[src/rtl/muldiv_unit_pkg.sv]
// rtl/muldiv_unit_pkg.sv - shared types for the iterative multiply/divide unit
// Purpose: operation encoding, FSM states, control decode and common shared types.
// Contents: muldiv_op_t, muldiv_state_t, control_bits, MemoryWord, MULDIV_ITER_MAX, decode_op().
package muldiv_unit_pkg;

    typedef enum logic [3:0] {
        OP_MUL, OP_MULH, OP_MULHSU, OP_MULHU,
        OP_DIV, OP_DIVU, OP_REM, OP_REMU,
        OP_MULW, OP_DIVW, OP_DIVUW, OP_REMW, OP_REMUW
    } muldiv_op_t;

    typedef enum logic [1:0] {
        ST_IDLE,
        ST_CALC,
        ST_DONE
    } muldiv_state_t;

    // Worst case: XLEN=64 retired one bit per cycle.
    localparam int MULDIV_ITER_MAX = 64;

    typedef logic [63:0] MemoryWord;

    typedef struct packed {
        logic is_div;     // divide or remainder
        logic is_rem;     // return remainder instead of quotient
        logic is_word;    // 32-bit op with sign-extended result
        logic a_signed;   // src_a interpreted as two's complement
        logic b_signed;   // src_b interpreted as two's complement
        logic high_half;  // return upper half of the product
    } control_bits;

    function automatic control_bits decode_op(input muldiv_op_t op);
        control_bits c;
        c = '0;
        case (op)
            OP_MUL:    ;
            OP_MULH:   begin c.a_signed = 1'b1; c.b_signed = 1'b1; c.high_half = 1'b1; end
            OP_MULHSU: begin c.a_signed = 1'b1; c.high_half = 1'b1; end
            OP_MULHU:  c.high_half = 1'b1;
            OP_DIV:    begin c.is_div = 1'b1; c.a_signed = 1'b1; c.b_signed = 1'b1; end
            OP_DIVU:   c.is_div = 1'b1;
            OP_REM:    begin c.is_div = 1'b1; c.is_rem = 1'b1; c.a_signed = 1'b1; c.b_signed = 1'b1; end
            OP_REMU:   begin c.is_div = 1'b1; c.is_rem = 1'b1; end
            OP_MULW:   c.is_word = 1'b1;
            OP_DIVW:   begin c.is_div = 1'b1; c.is_word = 1'b1; c.a_signed = 1'b1; c.b_signed = 1'b1; end
            OP_DIVUW:  begin c.is_div = 1'b1; c.is_word = 1'b1; end
            OP_REMW:   begin c.is_div = 1'b1; c.is_rem = 1'b1; c.is_word = 1'b1;
                             c.a_signed = 1'b1; c.b_signed = 1'b1; end
            OP_REMUW:  begin c.is_div = 1'b1; c.is_rem = 1'b1; c.is_word = 1'b1; end
            default:   c = '0;
        endcase
        return c;
    endfunction

endpackage

[src/rtl/muldiv_iter.sv]
// rtl/muldiv_iter.sv - combinational UNROLL-bit shift-add / restoring shift-subtract step
// Purpose: advances the multiply or divide datapath by UNROLL bits, MSB first.
// Ports: is_div_i selects divide; acc_i/acc_o product or remainder (low XLEN bits);
//        sh_i/sh_o multiplier or dividend/quotient shift register; opnd_i multiplicand or divisor.
module muldiv_iter #(
    parameter int XLEN   = 64,
    parameter int UNROLL = 1
) (
    input  logic              is_div_i,
    input  logic [2*XLEN-1:0] acc_i,
    input  logic [XLEN-1:0]   sh_i,
    input  logic [XLEN-1:0]   opnd_i,
    output logic [2*XLEN-1:0] acc_o,
    output logic [XLEN-1:0]   sh_o
);

    logic [2*XLEN-1:0] acc;
    logic [XLEN-1:0]   sh;
    logic [XLEN:0]     rem;
    logic              qbit;

    always_comb begin
        acc  = acc_i;
        sh   = sh_i;
        rem  = '0;
        qbit = 1'b0;
        for (int i = 0; i < UNROLL; i++) begin
            if (is_div_i) begin
                // Bring the next dividend bit into the partial remainder.
                rem  = {acc[XLEN-1:0], sh[XLEN-1]};
                qbit = (rem >= {1'b0, opnd_i});
                if (qbit) begin
                    rem = rem - {1'b0, opnd_i};
                end
                acc = {{(XLEN-1){1'b0}}, rem};
                sh  = {sh[XLEN-2:0], qbit};
            end else begin
                // Multiplier is consumed MSB first, so the product doubles each step.
                acc = (acc << 1) + (sh[XLEN-1] ? {{XLEN{1'b0}}, opnd_i} : {(2*XLEN){1'b0}});
                sh  = sh << 1;
            end
        end
        acc_o = acc;
        sh_o  = sh;
    end

endmodule

[src/rtl/muldiv_unit.sv]
// rtl/muldiv_unit.sv - iterative integer multiply/divide unit with valid/ready handshake
// Purpose: FSM, iteration counter, operand sign handling, special divide cases, result fix-up.
// Ports: clk, reset_n (async active-low); in_valid/in_ready, op, src_a, src_b, tag_in accept side;
//        flush kills the operation; out_valid/out_ready, result, tag_out retire side.
module muldiv_unit
    import muldiv_unit_pkg::*;
#(
    parameter int XLEN   = 64,
    parameter int UNROLL = 1,
    parameter int TAG_W  = 6
) (
    input  logic             clk,
    input  logic             reset_n,
    input  logic             in_valid,
    output logic             in_ready,
    input  muldiv_op_t       op,
    input  logic [XLEN-1:0]  src_a,
    input  logic [XLEN-1:0]  src_b,
    input  logic [TAG_W-1:0] tag_in,
    input  logic             flush,
    output logic             out_valid,
    input  logic             out_ready,
    output logic [XLEN-1:0]  result,
    output logic [TAG_W-1:0] tag_out
);

    localparam int              CNT_W    = $clog2(XLEN/UNROLL + 1);
    localparam logic [CNT_W-1:0] ITER_X  = CNT_W'(XLEN/UNROLL);
    localparam logic [CNT_W-1:0] ITER_WD = CNT_W'(32/UNROLL);
    localparam bit              HAS_WORD = (XLEN == 64);

    function automatic logic [XLEN-1:0] sext32(input logic [31:0] v);
        return XLEN'($signed(v));
    endfunction

    function automatic logic [XLEN-1:0] zext32(input logic [31:0] v);
        return XLEN'(v);
    endfunction

    muldiv_state_t     state_q, state_d;
    logic [CNT_W-1:0]  cnt_q, cnt_d;
    logic [2*XLEN-1:0] acc_q, acc_d, acc_nx;
    logic [XLEN-1:0]   sh_q, sh_d, sh_nx;
    logic [XLEN-1:0]   opnd_q, opnd_d;
    logic              is_div_q, is_div_d, is_rem_q, is_rem_d, high_q, high_d, word_q, word_d;
    logic              negq_q, negq_d, negr_q, negr_d, special_q, special_d;
    logic [XLEN-1:0]   result_q, result_d;
    logic [TAG_W-1:0]  tag_q, tag_d;
    logic              out_valid_q, out_valid_d;

    // Accept-side operand preparation.
    control_bits       ctl_in;
    logic              word_in, a_neg, b_neg, b_zero, ovf;
    logic [XLEN-1:0]   a_val, b_val, a_mag, b_mag, a_ext, spec_res, sh_init;

    always_comb begin
        ctl_in  = decode_op(op);
        // With XLEN=32 the word ops collapse onto their full-width counterparts.
        word_in = ctl_in.is_word & HAS_WORD;
        a_val   = word_in ? (ctl_in.a_signed ? sext32(src_a[31:0]) : zext32(src_a[31:0])) : src_a;
        b_val   = word_in ? (ctl_in.b_signed ? sext32(src_b[31:0]) : zext32(src_b[31:0])) : src_b;
        a_neg   = ctl_in.a_signed & a_val[XLEN-1];
        b_neg   = ctl_in.b_signed & b_val[XLEN-1];
        a_mag   = a_neg ? -a_val : a_val;
        b_mag   = b_neg ? -b_val : b_val;
        // Special-case results are sign-extended from bit 31 even for the unsigned word ops.
        a_ext   = word_in ? sext32(src_a[31:0]) : src_a;
        b_zero  = (b_val == '0);
        ovf     = ctl_in.a_signed & (b_val == '1) &
                  (word_in ? (a_val == sext32(32'h8000_0000)) : (a_val == {1'b1, {(XLEN-1){1'b0}}}));
        if (b_zero) begin
            spec_res = ctl_in.is_rem ? a_ext : '1;
        end else begin
            spec_res = ctl_in.is_rem ? '0 : a_ext;
        end
        // Word operands sit in the top 32 bits so the MSB-first step sees them first.
        sh_init = ctl_in.is_div ? a_mag : b_mag;
        if (word_in) begin
            sh_init = sh_init << (XLEN - 32);
        end
    end

    muldiv_iter #(
        .XLEN   (XLEN),
        .UNROLL (UNROLL)
    ) u_iter (
        .is_div_i (is_div_q),
        .acc_i    (acc_q),
        .sh_i     (sh_q),
        .opnd_i   (opnd_q),
        .acc_o    (acc_nx),
        .sh_o     (sh_nx)
    );

    // Sign fix-up of the finished unsigned iteration.
    logic [2*XLEN-1:0] prod_s;
    logic [XLEN-1:0]   fix;

    always_comb begin
        prod_s = negq_q ? -acc_q : acc_q;
        if (is_div_q) begin
            if (is_rem_q) begin
                fix = negr_q ? -acc_q[XLEN-1:0] : acc_q[XLEN-1:0];
            end else begin
                fix = negq_q ? -sh_q : sh_q;
            end
        end else begin
            fix = high_q ? prod_s[2*XLEN-1:XLEN] : prod_s[XLEN-1:0];
        end
        if (word_q) begin
            fix = sext32(fix[31:0]);
        end
    end

    logic [CNT_W-1:0] last_cnt;
    assign last_cnt = (word_q ? ITER_WD : ITER_X) - 1'b1;

    always_comb begin
        state_d     = state_q;
        cnt_d       = cnt_q;
        acc_d       = acc_q;
        sh_d        = sh_q;
        opnd_d      = opnd_q;
        is_div_d    = is_div_q;
        is_rem_d    = is_rem_q;
        high_d      = high_q;
        word_d      = word_q;
        negq_d      = negq_q;
        negr_d      = negr_q;
        special_d   = special_q;
        result_d    = result_q;
        tag_d       = tag_q;
        out_valid_d = out_valid_q;

        case (state_q)
            ST_IDLE: begin
                if (in_valid) begin
                    is_div_d  = ctl_in.is_div;
                    is_rem_d  = ctl_in.is_rem;
                    high_d    = ctl_in.high_half;
                    word_d    = word_in;
                    negq_d    = a_neg ^ b_neg;
                    negr_d    = a_neg;
                    tag_d     = tag_in;
                    cnt_d     = '0;
                    if (ctl_in.is_div && (b_zero || ovf)) begin
                        special_d = 1'b1;
                        result_d  = spec_res;
                        state_d   = ST_DONE;
                    end else begin
                        special_d = 1'b0;
                        acc_d     = '0;
                        sh_d      = sh_init;
                        opnd_d    = ctl_in.is_div ? b_mag : a_mag;
                        state_d   = ST_CALC;
                    end
                end
            end
            ST_CALC: begin
                acc_d = acc_nx;
                sh_d  = sh_nx;
                cnt_d = cnt_q + 1'b1;
                if (cnt_q == last_cnt) begin
                    cnt_d   = '0;
                    state_d = ST_DONE;
                end
            end
            ST_DONE: begin
                // First DONE cycle registers the final value; out_valid follows it.
                if (!out_valid_q) begin
                    out_valid_d = 1'b1;
                    if (!special_q) begin
                        result_d = fix;
                    end
                end else if (out_ready) begin
                    out_valid_d = 1'b0;
                    state_d     = ST_IDLE;
                end
            end
            default: state_d = ST_IDLE;
        endcase

        if (flush) begin
            state_d     = ST_IDLE;
            out_valid_d = 1'b0;
            cnt_d       = '0;
        end
    end

    always_ff @(posedge clk or negedge reset_n) begin
        if (!reset_n) begin
            state_q     <= ST_IDLE;
            cnt_q       <= '0;
            acc_q       <= '0;
            sh_q        <= '0;
            opnd_q      <= '0;
            is_div_q    <= 1'b0;
            is_rem_q    <= 1'b0;
            high_q      <= 1'b0;
            word_q      <= 1'b0;
            negq_q      <= 1'b0;
            negr_q      <= 1'b0;
            special_q   <= 1'b0;
            result_q    <= '0;
            tag_q       <= '0;
            out_valid_q <= 1'b0;
        end else begin
            state_q     <= state_d;
            cnt_q       <= cnt_d;
            acc_q       <= acc_d;
            sh_q        <= sh_d;
            opnd_q      <= opnd_d;
            is_div_q    <= is_div_d;
            is_rem_q    <= is_rem_d;
            high_q      <= high_d;
            word_q      <= word_d;
            negq_q      <= negq_d;
            negr_q      <= negr_d;
            special_q   <= special_d;
            result_q    <= result_d;
            tag_q       <= tag_d;
            out_valid_q <= out_valid_d;
        end
    end

    assign in_ready  = (state_q == ST_IDLE);
    assign out_valid = out_valid_q;
    assign result    = result_q;
    assign tag_out   = tag_q;

endmodule

[config.mk]
export PLATFORM = sky130hd
export DESIGN_NAME = muldiv_unit
export DESIGN_NICKNAME = d
export VERILOG_FILES = /design/src/rtl/muldiv_unit_pkg.sv /design/src/rtl/muldiv_iter.sv /design/src/rtl/muldiv_unit.sv
export SDC_FILE = /design/constraint.sdc
export NUM_CORES = 2
export LEC_CHECK = 0
export BUFFER_PORTS_ARGS = -buffer_cell sky130_fd_sc_hd__buf_2
export CORE_ASPECT_RATIO = 0.5
export CORE_MARGIN = 2
export CORE_UTILIZATION = 50
export CTS_CLUSTER_SIZE = 40
export DETAILED_ROUTE_END_ITERATION = 10
export PLACE_DENSITY = 0.68
export SLEW_MARGIN = 20
export SYNTH_ARGS = -nofsm -noshare
export SYNTH_HDL_FRONTEND = slang
export SYNTH_SLANG_ARGS = --single-unit
[constraint.sdc]
create_clock -name clk -period 5.4 [get_ports clk]
set_input_delay 1.08 -clock clk [delete_from_list [all_inputs] [get_ports clk]]
set_output_delay 1.08 -clock clk [all_outputs]
set_load 0.02 [all_outputs]
==> flow_summary.json <==
{
  "min_path_type": "primary input to async pin",
  "cts_max_path_buffers": 3,
  "power_leakage_nw": 17.02,
  "finClkSkew_ns": 0.02149,
  "die_w_um": 386.5,
  "start_kind": "flip-flop",
  "wl_per_cell_um": 30.99,
  "synthFlopType": "dfrtp_1",
  "tightest_slew_ns": 1.119,
  "path_delay_family": "simple AND/OR/NAND/NOR gates",
  "power_density_nw_per_um2": 585.6,
  "rsz0062_at_grt": "true",
  "firstDrtPassIters": 8,
  "slew_headroom_pct": 24.60,
  "port_buffers": 214,
  "root_buffer": "clkbuf_16",
  "cts_setup_buffers": 0,
  "grt_pass1_vias": 37960,
  "synth.area.top_cells": "dfrtp_1 23%, xnor2_1 6.4%, nand2_1 6.3%",
  "ys_top_cells_by_count": "614 x nand2_1, 449 x o21ai_0, 424 x nor2_1, 406 x a21oi_1",
  "die_h_um": 195.3,
  "grt_max_degree": 108,
  "post-dp-hpwl_um": 148700,
  "num_vias": 42520,
  "path_cells": "or3_4 > or4_1 > nor4_4 > nand4_2 > or3_1 > or3_1 > o21ai_0 > xor2_1 > a2111oi_0 > o22ai_1 > o21ai_0",
  "rows": 70,
  "synthDistinctLibCells": 85,
  "routed_wl_um": 187800,
  "endpoint_kind": "flip-flop",
  "grt_antenna_before_repair": 28,
  "max_cap_violations": 0,
  "setup_viol": 0,
  "synth_edf_count": 0,
  "hold_violations": 0,
  "synth_area_leader_cell": "dfrtp_1",
  "total_power_mw": 23.53,
  "slew_violations": 0,
  "placed_cells": 5980,
  "numCtsBuffers": 37,
  "cp_num_buf_inv": 0,
  "crit_type": "flip-flop to flip-flop",
  "core_area_sq_um": 72690,
  "cts_tree": "yes",
  "syn_area_sq_um": 36580,
  "path_max_fanout": 9,
  "area_growth_pct": 9.844,
  "drc_errors": 0,
  "groute.usage.overall_pct": 47.56,
  "worstRegToRegCells": 11,
  "die_area_sq_um": 75470,
  "synth_top_area_share_pct": 23.47,
  "grt_overflow": 0,
  "crit_slowest_cell": "a2111oi_0",
  "synthCells": 5029,
  "start_util_pct": 50.32,
  "min_period_ns": 5.225,
  "yosysMostFrequentCell": "nand2_1",
  "yosysSeqAreaShare_pct": 23.47,
  "finalCritPeriodShare_pct": 96.75,
  "crit_cells": 11,
  "status": "complete, no violations",
  "viasPerCell": 7.015,
  "worst_slack_ns": 0.1754,
  "slowest_delay_ns": 0.93,
  "cts_max_level": 2,
  "grt_pass1_wl_um": 265100,
  "drive_above_1_share_pct": 10.54,
  "ant_nets": 0,
  "path_clk_slew_ns": 0.06,
  "io_pins": 215,
  "stdcell_count": 6061,
  "fin_nets": 5326,
  "cp.arrival_ns": 5.73,
  "cp.required_ns": 5.91,
  "yosys_warnings": 0,
  "fin_util_pct": 55.27,
  "peakVddDrop_v": 0.0004400,
  "timing.fmax_mhz": 191.4,
  "gp_congestion": 1.136,
  "place_ws_ns": 0.2750,
  "synth_nets": 5308,
  "drtIter0Drc": 7364,
  "synth_area_per_cell_sq_um": 7.274,
  "ys_async_sr_fraction_pct": 100.0,
  "cts_num_sinks": 343,
  "insertion_delay_ns": 0.61,
  "ys_ff_latch": 343
}
[where the power goes]
part,switching [mW],leakage [nW],internal [mW]
sequential,1.58,4.40,3.43
clock,1.25,0.604,1.49
combinational,10.7,12.0,5.06
[final cells by class]
class | instances | area [sq um]
clock buffer | 48 | 1017
fill | 7058 | 32510
timing repair buffer | 386 | 2580
clock inverter | 18 | 201.4
tap | 972 | 1216
inverter | 135 | 506.7
sequential | 343 | 8594
multi-input combinational | 4144 | 26030
antenna | 15 | 37.54
[per-layer routing]
| layer | up-vias | wire length, um | global-route usage, % |
|---|---|---|---|
| met3 | 509 | 32830 | 23.05 |
| met4 | 20 | 8874 | 18.26 |
| met2 | 3160 | 70620 | 63.32 |
| met5 | - | 328 | 0 |
| met1 | 20460 | 75150 | 65.19 |
| li1 | 18370 | - | - |
[sequential cells by signal, summed over array words and instances, names as in the netlist]
name and count:
is_div_q 1, is_rem_q 1, negq_q 1, state_q 2, negr_q 1, result 64
cnt_q 7, sh_q 64, tag_out 6, opnd_q 64, high_q 1, special_q 1
out_valid 1, acc_q 128, word_q 1
[cell usage in the layout, fill, tap and decap left out, drive strengths merged, types with 32 or more instances in the layout]
| cell type | instances |
|---|---|
| mux2i | 74 |
| dfrtp | 343 |
| nand2b | 41 |
| nor3 | 124 |
| nand2 | 614 |
| or4 | 42 |
| o211ai | 74 |
| o22ai | 55 |
| o31ai | 92 |
| buf | 386 |
| xnor2 | 266 |
| and2 | 32 |
| o21ai | 462 |
| nand3 | 126 |
| inv | 136 |
| a22oi | 52 |
| nor4 | 60 |
| a221o | 37 |
| nand4 | 83 |
| a31oi | 43 |
| a21o | 93 |
| or3 | 81 |
| and3 | 45 |
| a211oi | 81 |
| ha | 134 |
| nor2 | 424 |
| xor2 | 223 |
| a21oi | 406 |
| clkbuf | 48 |
[per-stage QoR]
step | setup TNS, ns | hold slack, ns | area (sq um)
6_report | 0 | 0.4426 | 40180
5_1_grt | -0.04443 | 0.4859 | 40160
4_1_cts | 0 | 0.4713 | 40130
3_5_place_dp | 0 | 0.4539 | 38910
3_3_place_gp | 0 | 0.4521 | 38890
2_1_floorplan | 0 | 0.4498 | 36580
[final timing paths]
| check | startpoint | to | slack [ns] |
|---|---|---|---|
| worst max register to register | acc_q[34] | result[53] | 0.18 |
| worst min-delay path | reset_n | acc_q[113] | 0.44 |
| max in group asynchronous | reset_n | opnd_q[42] | 3.62 |
| min in group clk | tag_out[3] | tag_out[3] | 0.47 |
| worst min register to register | tag_out[3] | tag_out[3] | 0.47 |
| worst max-delay path | acc_q[34] | result[53] | 0.18 |
[repair_timing]
item / in CTS / in global routing
hold buffers: 0 / 0
resized for setup: 0 / 2
hold endpoints to repair: 0 / 0
endpoints found under the setup margin: 0 / 15
[kinds of logic after synthesis]
family | after synthesis | synth area share [%]
AO/OA/AOI/OAI | 1662 | 29.06
XOR/XNOR | 489 | 11.71
flip-flops | 343 | 23.47
AND/OR/NAND/NOR | 1772 | 22.99
adder cells (fa/ha/maj) | 140 | 4.802
multiplexers | 81 | 2.240
buffers and inverters | 542 | 5.733
(Power assumes the default switching activity.)
